### src/rtl/instr_fetch_unit_pkg.sv
// Processor-wide constants: ISA opcodes, datapath widths and the fetch-state encoding.
package instr_fetch_unit_pkg;

    localparam int unsigned ISA_ADDR_W  = 9;
    localparam int unsigned ISA_INSTR_W = 16;
    localparam int unsigned ISA_OPC_W   = 6;
    localparam int unsigned ISA_OPND_W  = ISA_INSTR_W - ISA_OPC_W;

    localparam logic [ISA_OPC_W-1:0] OPC_FETCH  = 6'd0;
    localparam logic [ISA_OPC_W-1:0] OPC_LOAD   = 6'd1;
    localparam logic [ISA_OPC_W-1:0] OPC_STORE  = 6'd2;
    localparam logic [ISA_OPC_W-1:0] OPC_ADD    = 6'd3;
    localparam logic [ISA_OPC_W-1:0] OPC_SUB    = 6'd4;
    localparam logic [ISA_OPC_W-1:0] OPC_AND    = 6'd5;
    localparam logic [ISA_OPC_W-1:0] OPC_OR     = 6'd6;
    localparam logic [ISA_OPC_W-1:0] OPC_XOR    = 6'd7;
    localparam logic [ISA_OPC_W-1:0] OPC_NOP    = 6'd46;
    localparam logic [ISA_OPC_W-1:0] OPC_JUMPNZ = 6'd47;
    localparam logic [ISA_OPC_W-1:0] OPC_JUMPZ  = 6'd52;

    typedef enum logic [2:0] {
        StIdle,
        StFetch,
        StWait,
        StDispatch,
        StHalt
    } fetch_state_e;

endpackage

### src/rtl/instr_fetch_unit_next_pc_logic.sv
// Combinational branch resolution: picks the next PC and flags jumps whose target is out of range.
module next_pc_logic
    import instr_fetch_unit_pkg::*;
#(
    parameter int unsigned ADDR_W = ISA_ADDR_W,
    parameter int unsigned OPC_W  = ISA_OPC_W,
    parameter int unsigned OPND_W = ISA_OPND_W
) (
    input  logic [ADDR_W-1:0] pc,
    input  logic [OPC_W-1:0]  opcode,
    input  logic [OPND_W-1:0] operand,
    input  logic              z_flag,
    output logic [ADDR_W-1:0] next_pc,
    output logic              jump_taken,
    output logic              bad_target_hit
);

    always_comb begin
        jump_taken = ((opcode == OPC_W'(OPC_JUMPZ))  &&  z_flag) ||
                     ((opcode == OPC_W'(OPC_JUMPNZ)) && !z_flag);
        // The top operand bit lies outside the address space.
        bad_target_hit = jump_taken && operand[OPND_W-1];
        next_pc        = jump_taken ? operand[ADDR_W-1:0] : pc + ADDR_W'(1);
    end

endmodule

### src/rtl/instr_fetch_unit.sv
// Instruction fetch: owns the PC, reads the instruction RAM and hands words to control via valid/ready.
module instr_fetch_unit
    import instr_fetch_unit_pkg::*;
#(
    parameter int unsigned          ADDR_W      = ISA_ADDR_W,
    parameter int unsigned          INSTR_W     = ISA_INSTR_W,
    parameter int unsigned          OPC_W       = ISA_OPC_W,
    parameter logic [ADDR_W-1:0]    RESET_PC    = '0,
    parameter logic [OPC_W-1:0]     HALT_OPCODE = OPC_NOP
) (
    input  logic                       clk,
    input  logic                       rst_n,
    input  logic                       start,
    output logic [ADDR_W-1:0]          imem_addr,
    input  logic [INSTR_W-1:0]         imem_data,
    output logic                       instr_valid,
    input  logic                       instr_ready,
    output logic [OPC_W-1:0]           opcode,
    output logic [INSTR_W-OPC_W-1:0]   operand,
    input  logic                       z_flag,
    output logic [ADDR_W-1:0]          pc,
    output logic                       busy,
    output logic                       halted,
    output logic                       bad_target
);

    localparam int unsigned OPND_W = INSTR_W - OPC_W;

    fetch_state_e        state_q, state_d;
    logic [ADDR_W-1:0]   pc_q, pc_d;
    logic [INSTR_W-1:0]  ir_q, ir_d;
    logic                bad_target_q, bad_target_d;

    logic [ADDR_W-1:0]   next_pc;
    logic                jump_taken;
    logic                bad_target_hit;

    next_pc_logic #(
        .ADDR_W (ADDR_W),
        .OPC_W  (OPC_W),
        .OPND_W (OPND_W)
    ) u_next_pc_logic (
        .pc             (pc_q),
        .opcode         (opcode),
        .operand        (operand),
        .z_flag         (z_flag),
        .next_pc        (next_pc),
        .jump_taken     (jump_taken),
        .bad_target_hit (bad_target_hit)
    );

    always_comb begin
        state_d      = state_q;
        pc_d         = pc_q;
        ir_d         = ir_q;
        bad_target_d = bad_target_q;
        unique case (state_q)
            StIdle: begin
                if (start) begin
                    state_d = StFetch;
                    pc_d    = RESET_PC;
                end
            end
            StFetch: state_d = StWait;
            StWait: begin
                ir_d    = imem_data;
                state_d = StDispatch;
            end
            StDispatch: begin
                if (instr_ready) begin
                    if (opcode == HALT_OPCODE) begin
                        state_d = StHalt;
                    end else if (jump_taken && bad_target_hit) begin
                        // PC stays on the offending jump for diagnosis.
                        bad_target_d = 1'b1;
                        state_d      = StHalt;
                    end else begin
                        pc_d    = next_pc;
                        state_d = StFetch;
                    end
                end
            end
            StHalt: begin
                if (start) begin
                    pc_d         = RESET_PC;
                    bad_target_d = 1'b0;
                    state_d      = StFetch;
                end
            end
            default: state_d = StIdle;
        endcase
    end

    always_ff @(posedge clk or negedge rst_n) begin
        if (!rst_n) begin
            state_q      <= StIdle;
            pc_q         <= RESET_PC;
            ir_q         <= '0;
            bad_target_q <= 1'b0;
        end else begin
            state_q      <= state_d;
            pc_q         <= pc_d;
            ir_q         <= ir_d;
            bad_target_q <= bad_target_d;
        end
    end

    // All outputs come from flops, so ready/z never reach valid or the instruction fields.
    assign imem_addr   = pc_q;
    assign pc          = pc_q;
    assign opcode      = ir_q[INSTR_W-1 -: OPC_W];
    assign operand     = ir_q[OPND_W-1:0];
    assign instr_valid = (state_q == StDispatch);
    assign busy        = (state_q == StFetch) || (state_q == StWait) || (state_q == StDispatch);
    assign halted      = (state_q == StHalt);
    assign bad_target  = bad_target_q;

endmodule

### config.mk
export PLATFORM = sky130hd
export DESIGN_NAME = instr_fetch_unit
export DESIGN_NICKNAME = d
export VERILOG_FILES = /design/src/rtl/instr_fetch_unit_pkg.sv /design/src/rtl/instr_fetch_unit_next_pc_logic.sv /design/src/rtl/instr_fetch_unit.sv
export SDC_FILE = /design/constraint.sdc
export NUM_CORES = 1
export LEC_CHECK = 0
export ABC_AREA = 0
export ABC_CLOCK_PERIOD_IN_PS = 4500
export CAP_MARGIN = 5
export CORE_UTILIZATION = 48
export DETAILED_ROUTE_END_ITERATION = 16
export PLACE_DENSITY = 0.84
export SYNTH_ARGS = -nofsm -noshare
export SYNTH_HDL_FRONTEND = slang
export SYNTH_HIERARCHICAL = 1
export SYNTH_SLANG_ARGS = --single-unit
### constraint.sdc
create_clock -name clk -period 4.5 [get_ports clk]
set_clock_uncertainty 0.05 [all_clocks]
set_input_delay 0.9 -clock clk [delete_from_list [all_inputs] [get_ports clk]]
set_output_delay 0.9 -clock clk [all_outputs]
set_load 0.03 [all_outputs]
==> results.toml <==
[status]
status = "complete, no violations"

[logic_synthesis]
netlist_area_sq_mm = 0.00169
yosysSeqAreaShare_pct = 42.8
synth_cells = 145
yosys_warnings = 6
syn_nets = 167
synth-seq-cells = 29
synth.distinct_cells = 36
syn_avg_cell_area_sq_um = 11.7

[setup_path]
crit_arrival_ns = 3.37
worstPathRequired_ns = 4.71
end_kind = "register"
r2r-end = "imem_addr[6]"
rr_startpoint = "ir_q[11]"
crit_type = "in2reg"
r2r_setup_slack_ns = 1.86
cp_max_fo = 11
reg2reg_depth = 7
crit_path_start_kind = "input pin"

[global_routing]
grt.overflow.total = 0
antenna_found_initial = 0
grt_use_total_pct = 21.2
grt_pass1_wl_microns = 5640
grt_pass1_vias = 1257
grt_max_degree = 30

[pwr]
p_sw_share_pct = 43.3
clkPwrFrac_pct = 12.3
intPower_mw = 1.05
max-vdd-ir-drop_mv = 0.452
power_mw = 1.85
pwr-share-seq_pct = 29.0
switchingPower_mw = 0.801
power_density_mw_per_mm2 = 803
p_comb_share_pct = 58.8
leakage_nw = 1.01

[timing]
relSlewSlack_pct = 50.4
clock.fmax_ghz = 0.316
rsz0062_at_grt = "no"
slew_viol_final = 0
setup_tns_ns = 0
worstMarginPinSlew_ns = 0.744
fin_crit_ns = 3.17
finalHoldViolations = 0
setup_viol = 0
fin_crit_sh_pct = 70.4

[cells_and_area]
final_common_cell = "clkdlybuf4s50_1"
area_growth_pct = 36.2
n_fill_cell = 284
final_nets = 219
final_cell_mix = "clkdlybuf4s50_1 (58), dfrtp_1 (29), mux2_4 (16)"
multi_input_area_sq_um = 828
fin_util_pct = 68.6
diodes = 0
seqCellArea_sq_um = 726
drive_gt1_share_pct = 20.7

[min_path]
worst_hold_path.num_cells = 1
hold_end = "bad_target"
hold_path_class = "reg2reg"
holdCritStartpoint = "bad_target"

[detailed_routing]
ant_nets = 0
first_iter_violations = 55
drc = 0
drt-pass1-iter-count = 4
route.detailed.vias_per_inst = 5.04
vias = 1229
wl_microns = 3580
wl_per_cell_microns = 14.7

[run]
drv_cap = 0

[floorplan]
dieArea_sq_mm = 0.00377
initial_utilization_pct = 50.4
rows = 21
die_x_microns = 61.4
coreArea_sq_mm = 0.00336
die_height_microns = 61.4
ios = 59

[clock_tree]
cts_num_sinks = 29
cts_htree_levels = 2
root_buffer = "clkbuf_4"
tritoncts = "built"
clk_pin_slew_worst_paths_ns = 0.10
ctsResizeCount = 0
clkLatencyLatePin_ns = 0.33
post_cts_buffers = 0
cts_buffers = 5
cts.path.max_buffers = 2
ctsHoldBuffers = 0

[placed_design]
dp_hpwl_microns = 2700
portBuffers = 58
gp_congestion = 0.795
-- logic make-up (layout without fill, tap and decap cells) --
logic type / count (synthesis) / count (layout) / share of synthesized area [%]
DFF: 29 / 29 / 42.8
muxes: 34 / 34 / 25.3
adders and majority gates: 1 / 1 / 0.738
buffers and inverters: 19 / 72 / 8.27
xor gates and xnor gates: 7 / 7 / 3.62
and+or+nand+nor: 48 / 48 / 15.8
AOI/OAI and AO/OA: 7 / 7 / 3.40
-- registers in the layout (all words and copies together), names as in the netlist --
| signal | count |
|---|---|
| ir_q | 16 |
| state_q | 3 |
| bad_target | 1 |
| imem_addr | 9 |
-- worst max-delay path by stage --
stage / startpoint / end / slack, ns
floorplan: z_flag / imem_addr[2] / 2.00
global placement: z_flag / imem_addr[7] / 1.10
detailed placement: z_flag / imem_addr[7] / 0.96
CTS: z_flag / imem_addr[3] / 1.32
global route: z_flag / imem_addr[5] / 1.19
finish: z_flag / imem_addr[6] / 1.33
-- area by class of cell --
class	instances	area share, %
repair buffers	59	25.5
clock inverters	2	1.63
well taps	46	2.49
multi-input cells	97	35.9
inverters	5	0.813
flip-flops and latches	29	31.5
clock buffers	6	2.22
-- synth_stat cells, drive strengths merged --
master   number  share of area (%)
nor3          3                1.2
or4b          1               0.81
nand2b        2               0.89
nor2         15                4.3
mux2i        11                6.5
nor4b         1               0.52
or3b          1               0.52
dfrtp        29                 43
o2bb2ai       1               0.52
a32oi         1               0.52
xnor2         4                2.1
nand2        14                3.1
xor2          3                1.6
buf          14                7.2
a21oi         1               0.52
nand4b        1               0.52
inv           5                1.1
o21ai         2               0.59
nand4         1               0.37
nand3         4                1.2
and3          2               0.81
ha            1               0.74
o211ai        1               0.74
and4b         1               0.81
a22o          1               0.52
and2          2               0.81
mux2         23                 19
-- metrics by stage --
stage | instance area (sq um) | instances | hold WS, ns | worst slack [ns]
floorplan | 1690 | 145 | 0.420 | 2.00
global placement | 2220 | 236 | 0.449 | 1.10
detailed placement | 2220 | 236 | 0.440 | 0.963
CTS | 2310 | 244 | 0.470 | 1.32
global route | 2310 | 244 | 0.497 | 1.19
finish | 2310 | 244 | 0.467 | 1.33
-- per-layer routing --
metal  up-vias  global-route usage, %  wire length, microns
met5         -                      0                     0
met4         0                   8.57                    58
met3         7                   5.25                   143
met2        37                   37.4                  1850
met1       590                   24.6                  1530
li1        595                      -                     -
-- power by group through the flow --
stage	registers (mW)	clock network, mW	logic [mW]
floorplan	0.706	0	0.594
global placement	0.530	0	1.07
detailed placement	0.538	0	1.09
global route	0.557	0.242	1.16
CTS	0.537	0.232	1.10
finish	0.536	0.227	1.09
-- critical path, stage by stage --
cell and delay [ns]:
clkdlybuf4s50_1 0.44, or4b_4 0.53, a21oi_2 0.60, and2_2 0.26
nand2_1 0.08, o211ai_2 0.30, mux2i_1 0.27
Note: power is estimated with default switching activity, not from simulation.
